$ cat src/rtl/fifo_rd_pkg.sv
// fifo_rd_pkg: shared FSM state type and skid sizing
// for the FIFO stream reader.
package fifo_rd_pkg;

  typedef enum logic [1:0] {
    IDLE,
    RUN,
    FLUSH
  } state_t;

  localparam int SKID_DEPTH = 2;
  localparam int SKID_CW    = 2;

endpackage

$ cat src/rtl/fifo_stream_reader_if.sv
// fifo_stream_reader_if: valid/ready master stream
// carrying FIFO words plus an end-of-burst marker.
interface fifo_stream_reader_if #(
  parameter int DATA_WIDTH = 8
);

  logic                  m_valid;
  logic                  m_ready;
  logic [DATA_WIDTH-1:0] m_data;
  logic                  m_last;

  modport master (
    output m_valid,
    output m_data,
    output m_last,
    input  m_ready
  );

  modport slave (
    input  m_valid,
    input  m_data,
    input  m_last,
    output m_ready
  );

endinterface

$ cat src/rtl/fifo_rd_skid.sv
// fifo_rd_skid: 2-entry in-order data+last buffer
// between the FIFO read port and the stream output.
module fifo_rd_skid
  import fifo_rd_pkg::*;
#(
  parameter int DATA_WIDTH = 8
) (
  input  logic                  clk,
  input  logic                  rst_n,
  input  logic                  push,
  input  logic [DATA_WIDTH-1:0] push_data,
  input  logic                  push_last,
  input  logic                  pop,
  output logic [DATA_WIDTH-1:0] head_data,
  output logic                  head_last,
  output logic [SKID_CW-1:0]    count
);

  logic [DATA_WIDTH-1:0] mem_d [SKID_DEPTH];
  logic [SKID_DEPTH-1:0] mem_l;
  logic                  wr_ptr;
  logic                  rd_ptr;

  always_ff @(posedge clk) begin
    if (!rst_n) begin
      for (int i = 0; i < SKID_DEPTH; i++) begin
        mem_d[i] <= '0;
      end
      mem_l  <= '0;
      wr_ptr <= 1'b0;
      rd_ptr <= 1'b0;
      count  <= '0;
    end else begin
      if (push) begin
        mem_d[wr_ptr] <= push_data;
        mem_l[wr_ptr] <= push_last;
        wr_ptr        <= ~wr_ptr;
      end
      if (pop) begin
        rd_ptr <= ~rd_ptr;
      end
      count <= count + SKID_CW'(push) - SKID_CW'(pop);
    end
  end

  assign head_data = mem_d[rd_ptr];
  assign head_last = mem_l[rd_ptr];

  // The issue rule upstream guarantees room for every capture.
  a_no_overflow: assert property (
    @(posedge clk) disable iff (!rst_n)
    !(push && !pop && count == SKID_CW'(SKID_DEPTH))
  );

  a_no_underflow: assert property (
    @(posedge clk) disable iff (!rst_n)
    !(pop && count == '0)
  );

endmodule

$ cat src/rtl/fifo_stream_reader.sv
// fifo_stream_reader: pops N words from a registered-read FIFO onto a stream.
// Define FIFO_READER_TIMEOUT_EN to abort bursts that stall on an empty FIFO.
module fifo_stream_reader
  import fifo_rd_pkg::*;
#(
  parameter int DATA_WIDTH = 8,
  parameter int CNT_WIDTH  = 8
`ifdef FIFO_READER_TIMEOUT_EN
  , parameter int TIMEOUT_CYCLES = 64
`endif
) (
  input  logic                  clk,
  input  logic                  rst_n,
  input  logic                  start,
  input  logic [CNT_WIDTH-1:0]  burst_len,
  output logic                  busy,
  output logic                  done,
  output logic                  fifo_r_en,
  input  logic                  fifo_empty,
  input  logic [DATA_WIDTH-1:0] fifo_data,
`ifdef FIFO_READER_TIMEOUT_EN
  output logic                  timeout,
`endif
  fifo_stream_reader_if.master  m
);

  localparam int OW = SKID_CW + 1;

  state_t                state;
  logic [CNT_WIDTH-1:0]  len;
  logic [CNT_WIDTH-1:0]  issued;
  logic [CNT_WIDTH-1:0]  cap_idx;
  logic                  inflight;
  logic                  zero_done;
  logic                  pop_now;
  logic                  stall_hit;
  logic                  flush_end;
  logic [SKID_CW-1:0]    count;
  logic [OW-1:0]         occ;
  logic [DATA_WIDTH-1:0] head_data;
  logic                  head_last;

  // Occupancy once this cycle's handshake has drained the head.
  assign pop_now = m.m_valid & m.m_ready;
  assign occ     = {1'b0, count} + OW'(inflight) - OW'(pop_now);

  assign fifo_r_en = (state == RUN) & !fifo_empty
                   & (issued < len)
                   & (occ < OW'(SKID_DEPTH))
                   & !stall_hit;

  assign flush_end = (state == FLUSH) & !inflight
                   & ((count == '0)
                   | ((count == SKID_CW'(1)) & pop_now));

  assign done      = zero_done | flush_end;
  assign busy      = (state != IDLE);
  assign m.m_valid = (count != '0);
  assign m.m_data  = head_data;
  assign m.m_last  = head_last & m.m_valid;

`ifdef FIFO_READER_TIMEOUT_EN
  localparam int SW = $clog2(TIMEOUT_CYCLES + 1);

  logic [SW-1:0] stall_cnt;
  logic          trunc;

  assign stall_hit = (state == RUN)
                   & (stall_cnt == SW'(TIMEOUT_CYCLES));
  assign timeout   = flush_end & trunc;
`else
  assign stall_hit = 1'b0;
`endif

  fifo_rd_skid #(
    .DATA_WIDTH (DATA_WIDTH)
  ) u_skid (
    .clk       (clk),
    .rst_n     (rst_n),
    .push      (inflight),
    .push_data (fifo_data),
    .push_last (cap_idx == len - CNT_WIDTH'(1)),
    .pop       (pop_now),
    .head_data (head_data),
    .head_last (head_last),
    .count     (count)
  );

  always_ff @(posedge clk) begin
    if (!rst_n) begin
      state     <= IDLE;
      len       <= '0;
      issued    <= '0;
      cap_idx   <= '0;
      inflight  <= 1'b0;
      zero_done <= 1'b0;
`ifdef FIFO_READER_TIMEOUT_EN
      stall_cnt <= '0;
      trunc     <= 1'b0;
`endif
    end else begin
      zero_done <= 1'b0;
      inflight  <= fifo_r_en;
      if (fifo_r_en) begin
        issued <= issued + CNT_WIDTH'(1);
      end
      if (inflight) begin
        cap_idx <= cap_idx + CNT_WIDTH'(1);
      end
`ifdef FIFO_READER_TIMEOUT_EN
      if (fifo_r_en) begin
        stall_cnt <= '0;
      end else if (state == RUN && issued < len
                   && fifo_empty && !stall_hit) begin
        stall_cnt <= stall_cnt + SW'(1);
      end
`endif
      unique case (state)
        IDLE: begin
          if (start) begin
            if (burst_len != '0) begin
              len     <= burst_len;
              issued  <= '0;
              cap_idx <= '0;
              state   <= RUN;
`ifdef FIFO_READER_TIMEOUT_EN
              stall_cnt <= '0;
              trunc     <= 1'b0;
`endif
            end else begin
              zero_done <= 1'b1;
            end
          end
        end
        RUN: begin
          if (stall_hit) begin
            state <= FLUSH;
`ifdef FIFO_READER_TIMEOUT_EN
            trunc <= 1'b1;
`endif
          end else if (issued == len) begin
            state <= FLUSH;
          end
        end
        FLUSH: begin
          if (flush_end) begin
            state <= IDLE;
          end
        end
        default: state <= IDLE;
      endcase
    end
  end

endmodule

$ cat src/flat_wrapper.sv
// flat-port wrapper written by rule: the top's interface ports become plain ports
module fifo_stream_reader_flat import fifo_rd_pkg::*;
#(
  parameter int DATA_WIDTH = 8,
  parameter int CNT_WIDTH  = 8

)
  (clk, rst_n, start, burst_len, busy, done, fifo_r_en, fifo_empty, fifo_data, m_m_valid, m_m_data, m_m_last, m_m_ready);
  fifo_stream_reader_if #(.DATA_WIDTH(DATA_WIDTH)) m_i ();
  input  logic clk;
  input  logic rst_n;
  input  logic start;
  input  logic [CNT_WIDTH-1:0] burst_len;
  output logic busy;
  output logic done;
  output logic fifo_r_en;
  input  logic fifo_empty;
  input  logic [DATA_WIDTH-1:0] fifo_data;
  output wire logic [$bits(m_i.m_valid)-1:0] m_m_valid;
  output wire logic [$bits(m_i.m_data)-1:0] m_m_data;
  output wire logic [$bits(m_i.m_last)-1:0] m_m_last;
  input wire logic [$bits(m_i.m_ready)-1:0] m_m_ready;
  assign m_m_valid = m_i.m_valid;
  assign m_m_data = m_i.m_data;
  assign m_m_last = m_i.m_last;
  assign m_i.m_ready = m_m_ready;
  fifo_stream_reader #(.DATA_WIDTH(DATA_WIDTH), .CNT_WIDTH(CNT_WIDTH)) u_core (.clk(clk), .rst_n(rst_n), .start(start), .burst_len(burst_len), .busy(busy), .done(done), .fifo_r_en(fifo_r_en), .fifo_empty(fifo_empty), .fifo_data(fifo_data), .m(m_i));
endmodule
$ cat config.mk
export PLATFORM = sky130hd
export DESIGN_NAME = fifo_stream_reader_flat
export DESIGN_NICKNAME = d
export VERILOG_FILES = /design/src/rtl/fifo_rd_pkg.sv /design/src/rtl/fifo_stream_reader_if.sv /design/src/rtl/fifo_rd_skid.sv /design/src/rtl/fifo_stream_reader.sv /design/src/flat_wrapper.sv
export SDC_FILE = /design/constraint.sdc
export NUM_CORES = 1
export LEC_CHECK = 0
export CAP_MARGIN = 20
export CORE_UTILIZATION = 65
export DETAILED_ROUTE_END_ITERATION = 16
export DONT_BUFFER_PORTS = 1
export PLACE_DENSITY = 0.83
export SYNTH_ARGS = -nofsm -noshare
export SYNTH_HDL_FRONTEND = slang
export SYNTH_HIERARCHICAL = 1
export SYNTH_SLANG_ARGS = --single-unit
$ cat constraint.sdc
create_clock -name clk -period 10.2 [get_ports clk]
set_clock_uncertainty 0.1 [all_clocks]
set_input_delay 3.06 -clock clk [delete_from_list [all_inputs] [get_ports clk]]
set_output_delay 3.06 -clock clk [all_outputs]
set_load 0.01 [all_outputs]
=== Word level (Yosys, flattened, before mapping) ===
Memories as Yosys holds them, arrays and structs flattened. A register that Yosys moved wholly into a read port is not among the register bits.
Index checks and enable logic that the tools add are counted.

* RAM bits: 16
* Word-level logic and storage cells: 84
* Memories kept: 1
* Bits in latches: 0
* ROM bits: 0
* Input port bits: 21
* Output and inout bits: 13
* Flip-flop bits (word level): 34

{| class="wikitable"
|+ Memories
! memory !! depth !! width !! rd ports !! clocked after memory_dff !! wr ports !! RTL line !! text
|-
| u_core.u_skid.mem_d || 2 || 8 || 1 || 1 || 2 || fifo_rd_skid.sv:19 || <nowiki>logic [DATA_WIDTH-1:0] mem_d [SKID_DEPTH];</nowiki>
|}

* Reductions and logical operators: 12
* $mul: 0
* Bitwise operators: 12
* $add $sub $neg: 7
* Multiplexer cells: 28
* Shift-type cells: 0
* Divide/modulo/power cells: 0
* Equal/unequal tests: 9
* Magnitude comparators: 5

{| class="wikitable"
|+ Operator list
! cell !! count
|-
| 8-bit 2-to-1 mux || 9
|-
| 8-bit by 1-bit adder with 8-bit output (second input constant) || 2
|-
| 8-bit == test || 2
|-
| 1-bit 2-to-1 mux || 12
|-
| 1-bit AND || 8
|-
| 8-bit < comparator || 1
|-
| 2-bit 2-to-1 mux || 4
|-
| 8-bit nonzero test || 1
|-
| 8-bit OR reduction || 1
|-
| 8-bit by 1-bit subtractor with 8-bit output (second input constant) || 1
|-
| 2-bit case mux with 3 select lines || 1
|-
| 3-bit AND reduction || 2
|-
| 2-bit by 1-bit == test with 1-bit output (second input constant) || 2
|-
| 2-bit logical NOT || 2
|-
| 1-bit by 2-bit < comparator with 1-bit output (second input constant) || 2
|-
| 2-bit by 1-bit != test with 1-bit output (second input constant) || 2
|-
| 2-bit != test (second input constant) || 2
|-
| 4-bit AND reduction || 1
|-
| 2-bit nonzero test || 2
|-
| 2-bit by 1-bit adder with 3-bit output || 1
|-
| 3-bit by 2-bit < comparator with 1-bit output (second input constant) || 1
|-
| 3-bit by 1-bit subtractor with 3-bit output || 1
|-
| 2-bit by 1-bit adder with 2-bit output || 1
|-
| 2-bit bitwise mux || 1
|-
| other kinds (8) || 11
|}

=== Depth between registers and ports, before layout ===
Gate-level depths: netlist of run 1.

* Depth in word-level cells: 9
* Mapped depth: 11
* Gate-level depth less buffers: 10

=== By module ===
The synthesis of run 1 kept the hierarchy.

{| class="wikitable"
|+ By module, submodules not included
! module !! instances !! cells an instance !! area each (sq um) !! seq. area each (sq um)
|-
| fifo_stream_reader || 1 || 201 || 1,686.6 || 560.5
|-
| fifo_rd_skid || 1 || 81 || 1,014.7 || 620.6
|}

=== Least setup slack after synthesis of run 1 ===
No wires, ideal clock.

* Kind: input to output
* Start point: input m_m_ready
* End point: output fifo_r_en
* Data required time: 7.040 ns
* Setup slack: 2.076 ns
* Path buffers: 1
* Arrival time: 4.964 ns
* Stages: 9
* Path through: and2_1 > ha_1 > nand2b_1 > fa_1 > xor2_1 > a211oi_2 > nand4_2 > buf_2 > nor2_1

* Longest elaborated chain between the ends: 4

{| class="wikitable"
|+ RTL lines
! element !! RTL line !! text
|-
| from (decl) || flat_wrapper.sv:22 || <nowiki>input wire logic [$bits(m_i.m_ready)-1:0] m_m_ready;</nowiki>
|-
| 1-bit AND || fifo_stream_reader.sv:44 || <nowiki>assign pop_now = m.m_valid & m.m_ready;</nowiki>
|-
| 3-bit by 1-bit subtractor with 3-bit output || fifo_stream_reader.sv:45 || <nowiki>assign occ = {1'b0, count} + OW'(inflight) - OW'(pop_now);</nowiki>
|-
| 3-bit by 2-bit < comparator with 1-bit output || fifo_stream_reader.sv:49 || <nowiki>& (occ < OW'(SKID_DEPTH))</nowiki>
|-
| 1-bit AND || fifo_stream_reader.sv:49 ||
|-
| to (decl) || flat_wrapper.sv:16 || <nowiki>output logic fifo_r_en;</nowiki>
|}

Every way passes these cells.

=== Worst setup path after layout of run 1 ===
Ends and elaborated chain as after synthesis.

==> summary.md, run 1 <==
| Metric | Value |
|---|---|
| CP Cell Sequence | `and2_1, ha_1, nand2b_1, fa_1, xor2_1, a211oi_2, nand4_2, nor2_1` |
| Status | `complete, no violations` |
| Layout Utilization | `70.88%` |
| Peak VDD IR | `approximately 0.16 mV` |
| First drt pass iteration count | `5` |
| Pin count of the biggest net entering global routing | `30` |
| Area of the core | `0.004000 sq mm` |
| Overall Global Routing Usage | `25.43%` |
| Diode count | `0` |
| Hold depth | `2` |
| WL/cell | `15.15 microns` |
| Vias in the first global route | `1832` |
| Final setup vio count | `0` |
| Buffers on Ports | `0` |
| Vias per Instance | `5.873` |
| Placed instance area | `0.002719 sq mm` |
| Area share of the largest cell type after synthesis | `25.94%` |
| Top post-synthesis cells by area | `dfxtp_1, edfxtp_1, ha_1, xor2_1, nor2_1` |
| Clk buf depth | `2` |
| Tcrit/Tclk final | `approximately four fifths` |
| Clock latency at the later pin of the worst-skew pair | `310 ps` |
| Fmax | `120.3 MHz` |
| Fill cells | `327` |
| Initial drt markers | `82` |
| Maximum Capacitance Violations | `0` |
| Final ANT Viol Nets | `0` |
| Lkg Pwr | `roughly 0.0011 uW` |
| CTS sink cnt | `51` |
| Yosys top cell by area | `dfxtp_1` |
| Worst hold-check path type | `flip-flop to flip-flop` |
| R2R depth | `10` |
| Startpoint types | `input port` |
| Seq pwr share | `47.2%` |
| Max FO, Critical Path | `17` |
| CP Class | `input port to output port` |
| Post-Route WL | `5.031 mm` |
| Grt ovf | `0` |
| Via count | `1950` |
| Crit path capture type | `output port` |
| Final Hold Vio Count | `0` |
| P_int | `354.5 uW` |
| Nets | `~320` |
| Sw Pwr | `between 150 and 200 uW` |
| P per Cell Area | `between 150 and 200 mW/mm^2` |
| Sequential fraction of the synthesis area | `43.72%` |
| Clk network pwr share | `27.9%` |
| Flops & latches, synth | `51` |
| Gate power share | `24.9%` |
| Syn Area/Cell | `between 9 and 10 sq um` |
| CP required | `7040 ps` |
| Total CTS buffers | `5` |
| Ys async rst share | `0%` |
| Worst-Margin Slew | `1004 ps` |
| I/O pin cnt | `34` |
| Headroom to the max-slew limit | `33.05%` |
| Die Ht | `66.47 microns` |
| Initial Utilization | `67.53%` |
| Setup Total Neg Slack | `0 ps` |
| CTS Hold Buffers Added | `0` |
| Top_reg_cell synth | `dfxtp_1` |
| Synthesis-to-finish area growth | `4.956%` |
| Post-synth EDFFs | `16` |
| Final Critical Period | `8316 ps` |
| Initial antenna violation count | `0` |
| Remaining DRCs | `0` |
| RSZ-0062 raised after global routing | `false` |
| H-tree depth | `2` |
| Layout cells sized above 1 | `between 10% and 20%` |
| Place WS | `1885 ps` |
| Mapped Area | `0.002701 sq mm` |
| Syn_nets | `318` |
| Final Max Slew Viols | `0` |
| Max stage delay on crit path | `~410 ps` |
| Total Die Area | `~0.0044 sq mm` |
| Synth Instances | `282` |
| Slowest CP cell | `fa_1` |
| Crit path arrival time | `5160 ps` |
| # placed instances | `324` |
| # Post-CTS Setup Buffers | `0` |
| CTS tree | `built` |
| First-pass GRT wire length | `8.224 mm` |
| Final Cell Area | `0.002835 sq mm` |
| Sw frac | `31.03%` |
| Number of synthesis warnings | `6` |
| Final worst slack | `1884 ps` |
| Finished Layout Cells | `roughly 330` |
| Cell variety after synth | `49` |
| CTS Root Cell | `clkbuf_8` |
| Multi-input gate area | `0.001404 sq mm` |
| Cells resized by post-CTS repair | `0` |
| Site row count | `23` |
| DP HPWL | `3.675 mm` |
| FF/Latch Area | `0.001181 sq mm` |
| Register clock-pin slew on the reported worst setup and hold paths | `90 ps` |
| Routability cong. | `approximately 0.87` |
| Die span in x | `66.47 microns` |
kinds of logic (layout without fill, tap and decap cells):
family / after synthesis / in the layout / share of synthesized area [%]
flops: 51 / 51 / 43.72
fa+ha+maj: 15 / 15 / 7.226
xor+xnor: 22 / 22 / 7.133
simple gates: 116 / 116 / 23.07
mux: 11 / 11 / 4.493
buf+inv: 26 / 26 / 4.307
compound gates: 41 / 41 / 10.05
cells in the mapped netlist, drive strengths merged, types with 3 or more instances:
library cell and n:
mux2 9, a21oi 21, xor2 14, o31ai 6, or4 6, nand3 7
xnor2 8, nor3 3, inv 17, nand2b 4, dfxtp 35, edfxtp 16
o21ai 3, ha 14, nand4 8, nand2 22, clkbuf 3, nor2b 9
nor2 38, buf 6, and2 8
layer usage:
metal | GRT usage, % | wire length (microns) | vias up
met5 | 0 | 0 | -
met2 | 43.37 | 2563 | 36
met1 | 30.81 | 2159 | 929
met3 | 4.452 | 167 | 11
li1 | - | - | 974
met4 | 12.23 | 141 | 0
critical path, delay by kind of cell:
family          cells  cell delay, ps
compound gates      1             220
fa+ha+maj           2             700
simple gates        4             990
xor+xnor            1             180
worst paths after layout:
| check | start | endpoint | slack, ps |
|---|---|---|---|
| setup / recovery | m_m_ready | fifo_r_en | 1880 |
| setup reg to reg | u_core/u_skid/count[1]$_SDFF_PN0_ | u_core/issued[7]$_SDFF_PN0_ | 6730 |
| hold / removal | u_core/u_skid/mem_l[1]$_SDFFE_PN0P_ | u_core/u_skid/mem_l[1]$_SDFFE_PN0P_ | 380 |
| hold reg to reg | u_core/u_skid/mem_l[1]$_SDFFE_PN0P_ | u_core/u_skid/mem_l[1]$_SDFFE_PN0P_ | 380 |
stage by stage:
step                power [uW]  hold WS (ps)
floorplan                354.4         331.6
global placement         369.8         348.8
detailed placement       374.7         355.1
CTS                      518.4         372.7
global route             544.2         389.6
finish                   514.1         378.9
layout by cell type (no fill, tap or decap), types with 5 or more instances in the layout:
cell type	count
and2_1	8
xnor2_1	8
dfxtp_1	35
ha_1	14
clkbuf_8	5
mux2_2	9
o31ai_1	6
nand3_1	7
nor2_1	30
or4_1	6
nor2b_1	9
nand2_1	21
nand4_1	7
nor2_2	8
a21oi_1	21
xor2_1	14
inv_1	16
edfxtp_1	16
sequential cells by signal, summed over array words and instances, names as in the netlist, 2 cells and up, named ones only:
signal and count:
u_core/state 2, u_core/u_skid/mem_d 16, u_core/issued 8, u_core/len 8, u_core/cap_idx 8, u_core/u_skid/mem_l 2
u_core/u_skid/count 2
power groups by stage:
stage / Sequential [uW] / Combinational [uW] / Clock (uW)
after floorplan: 240 / 114 / 0
after global placement: 247 / 123 / 0
after detailed placement: 248 / 127 / 0
after CTS: 243 / 129 / 147
after global routing: 246 / 145 / 154
final: 243 / 128 / 143
final cells by class:
cell class	instances	area share [%]
Multi-Input combinational cell	205	49.51
Sequential cell	51	41.66
Clock buffer	5	2.427
Inverter	17	2.251
Tap cell	50	2.207
Clock inverter	3	1.677
Timing Repair Buffer	1	0.2648
No activity file was read; power rests on OpenSTA's default activity.
==> run 2: changes to the inputs <==
--- a/config.mk
+++ b/config.mk
@@ -6,10 +6,10 @@
 export NUM_CORES = 1
 export LEC_CHECK = 0
 export CAP_MARGIN = 20
-export CORE_UTILIZATION = 65
+export CORE_UTILIZATION = 63
 export DETAILED_ROUTE_END_ITERATION = 16
 export DONT_BUFFER_PORTS = 1
-export PLACE_DENSITY = 0.83
+export PLACE_DENSITY = 0.81
 export SYNTH_ARGS = -nofsm -noshare
 export SYNTH_HDL_FRONTEND = slang
 export SYNTH_HIERARCHICAL = 1
==> constraint.sdc (replaced) <==
create_clock -name clk -period 8.55 [get_ports clk]
set_clock_uncertainty 0.1 [all_clocks]
set_input_delay 2.565 -clock clk [delete_from_list [all_inputs] [get_ports clk]]
set_output_delay 2.565 -clock clk [all_outputs]
set_load 0.01 [all_outputs]
==> summary.md, run 2 (synthesis gave the netlist of run 1 again) <==
| Metric | Value |
|---|---|
| Status | `complete, no violations` |
| Cells resized by post-CTS repair | `0` |
| Gate power share | `25.1%` |
| Initial drt markers | `~130` |
| RSZ-0062 raised after global routing | `false` |
| P per Cell Area | `215.2 mW/mm^2` |
| H-tree depth | `2` |
| R2R depth | `10` |
| CP Cell Sequence | `and2_1, ha_1, nand2b_1, fa_1, xor2_1, a211oi_2, nand4_2, nor2_1` |
| Max stage delay on crit path | `between 300 and 400 ps` |
| Fmax | `137.0 MHz` |
| WL/cell | `15.86 microns` |
| Post-Route WL | `5.265 mm` |
| First drt pass iteration count | `4` |
| Crit path capture type | `output port` |
| Clk buf depth | `2` |
| Sw frac | `about 31%` |
| Initial Utilization | `66.57%` |
| Overall Global Routing Usage | `between 20% and 30%` |
| Synthesis-to-finish area growth | `4.724%` |
| FF-to-FF Start | `u_core/u_skid/count[1]$_SDFF_PN0_` |
| Finished Layout Cells | `332` |
| Routability cong. | `0.8014` |
| GRT Max-Usage Layer | `met2` |
| Largest register by flop count | `u_core/u_skid/mem_d` |
| Lkg Pwr | `roughly 0.0011 uW` |
| Final setup vio count | `0` |
| Met3 Resource Use GR | `6.926%` |
| Site row count | `23` |
| Grt met1 use | `32.70%` |
| Worst hold-check path type | `flip-flop to flip-flop` |
| Grt ovf | `0` |
| Most common cell after layout, fill and taps aside | `dfxtp_1` |
| Total Die Area | `0.004554 sq mm` |
| Die span in x | `67.48 microns` |
| WP buf/inv | `0` |
| Pin count of the biggest net entering global routing | `30` |
| Most frequent cells in the layout | `dfxtp_1, nor2_1, a21oi_1, nand2_1` |
| Setup Total Neg Slack | `0 ps` |
| Flop2flop setup slack | `5090 ps` |
| Die Ht | `between 60 and 70 microns` |
| Remaining DRCs | `0` |
| CP Class | `input port to output port` |
| Worst Setup SP | `m_m_ready` |
| Seq pwr share | `47.7%` |
| RR Endpoint | `u_core/issued[5]$_SDFF_PN0_` |
| DP HPWL | `3.786 mm` |
| Diode count | `0` |
| Tcrit/Tclk final | `between 80% and 90%` |
| Total CTS buffers | `5` |
| Crit path max-delay family | `simple AND/OR/NAND/NOR gates` |
| Via count | `1962` |
| Area of the core | `about 0.0041 sq mm` |
| Routing usage on met2 | `42.08%` |
| Fill cells | `326` |
| CTS Hold Buffers Added | `0` |
| I/O pin cnt | `34` |
| Final ANT Viol Nets | `0` |
| # placed instances | `324` |
| CTS tree | `built` |
| Max FO, Critical Path | `17` |
| Worst-Margin Slew | `1029 ps` |
| Nets | `317` |
| Max reg flops | `16` |
| CTS Root Cell | `clkbuf_8` |
| Crit path arrival time | `4640 ps` |
| Peak VDD IR | `0.1151 mV` |
| Startpoint types | `input port` |
| Final Hold Vio Count | `0` |
| Sw Pwr | `between 150 and 200 uW` |
| Final Max Slew Viols | `0` |
| # Post-CTS Setup Buffers | `0` |
| FF/Latch Area | `0.001181 sq mm` |
| Maximum Capacitance Violations | `0` |
| Multi-input gate area | `between 0.001 and 0.0015 sq mm` |
| Clock latency at the later pin of the worst-skew pair | `310 ps` |
| Vias per Instance | `5.910` |
| P_int | `421.1 uW` |
| Layout cells sized above 1 | `12.41%` |
| Vias in the first global route | `roughly 1800` |
| Worst path depth | `8` |
| Slowest CP cell | `fa_1` |
| Final Critical Period | `7301 ps` |
| Register clock-pin slew on the reported worst setup and hold paths | `90 ps` |
| Headroom to the max-slew limit | `31.43%` |
| Clk network pwr share | `between 20% and 30%` |
| CTS sink cnt | `51` |
| Worst setup path end | `fifo_r_en` |
| First-pass GRT wire length | `~8.5 mm` |
| Initial antenna violation count | `0` |
| Buffers on Ports | `0` |
| CP required | `a little under 6000 ps` |
-- run 2: worst min path at each step --
| stage | startpoint | to | slack (ps) | cells after the start |
|---|---|---|---|---|
| global route | u_core/u_skid/mem_l[1]$_SDFFE_PN0P_ | u_core/u_skid/mem_l[1]$_SDFFE_PN0P_ | 380 | 2 |
| floorplan | u_core/u_skid/mem_l[1]$_SDFFE_PN0P_ | u_core/u_skid/mem_l[1]$_SDFFE_PN0P_ | 330 | 2 |
| detailed placement | u_core/u_skid/mem_l[1]$_SDFFE_PN0P_ | u_core/u_skid/mem_l[1]$_SDFFE_PN0P_ | 350 | 2 |
| finish | u_core/u_skid/mem_l[1]$_SDFFE_PN0P_ | u_core/u_skid/mem_l[1]$_SDFFE_PN0P_ | 360 | 2 |
| CTS | u_core/u_skid/mem_l[1]$_SDFFE_PN0P_ | u_core/u_skid/mem_l[1]$_SDFFE_PN0P_ | 360 | 2 |
| global placement | u_core/u_skid/mem_l[1]$_SDFFE_PN0P_ | u_core/u_skid/mem_l[1]$_SDFFE_PN0P_ | 340 | 2 |
-- run 2: per-layer routing --
metal	vias up	share of wire (%)
met3	2	5.6
met4	0	0.51
met1	929	44
li1	979	-
met2	52	50
met5	-	0
-- run 2: worst register-to-register path: stages, from the launching register on --
cell	delay, ps
dfxtp_1	380
or2_2	350
and2_1	210
ha_1	290
nand2b_1	150
fa_1	390
xor2_1	180
a211oi_2	230
nand4_2	350
or4_1	610
a21oi_1	150
-- run 2: power by group through the flow --
stage                     registers (uW)  clock network (uW)  logic, uW
after global placement               295                   0        146
final                                291                 166        153
after CTS                            291                 167        153
after global routing                 294                 178        171
after detailed placement             296                   0        150
after floorplan                      286                   0        136
-- run 2: layout make-up --
cell class	instances	area share, %
multi-input cells	205	49.62
flip-flops and latches	51	41.75
clock buffers	6	2.565
inverters	17	2.256
well taps	50	2.211
clock inverters	2	1.327
repair buffers	1	0.2654
-- run 2: through the flow --
stage / setup slack [ps] / power, uW / hold slack (ps) / cell area, sq um / util [%]
CTS: 1244 / 611.1 / 359.5 / 2829 / 69.72
global placement: 1298 / 441.4 / 343.7 / 2719 / 67.01
finish: 1249 / 608.7 / 362.7 / 2829 / 69.72
detailed placement: 1258 / 446.2 / 346.1 / 2719 / 67.01
floorplan: 1416 / 422.8 / 331.6 / 2701 / -
global route: 1107 / 643.3 / 382.0 / 2829 / 69.72
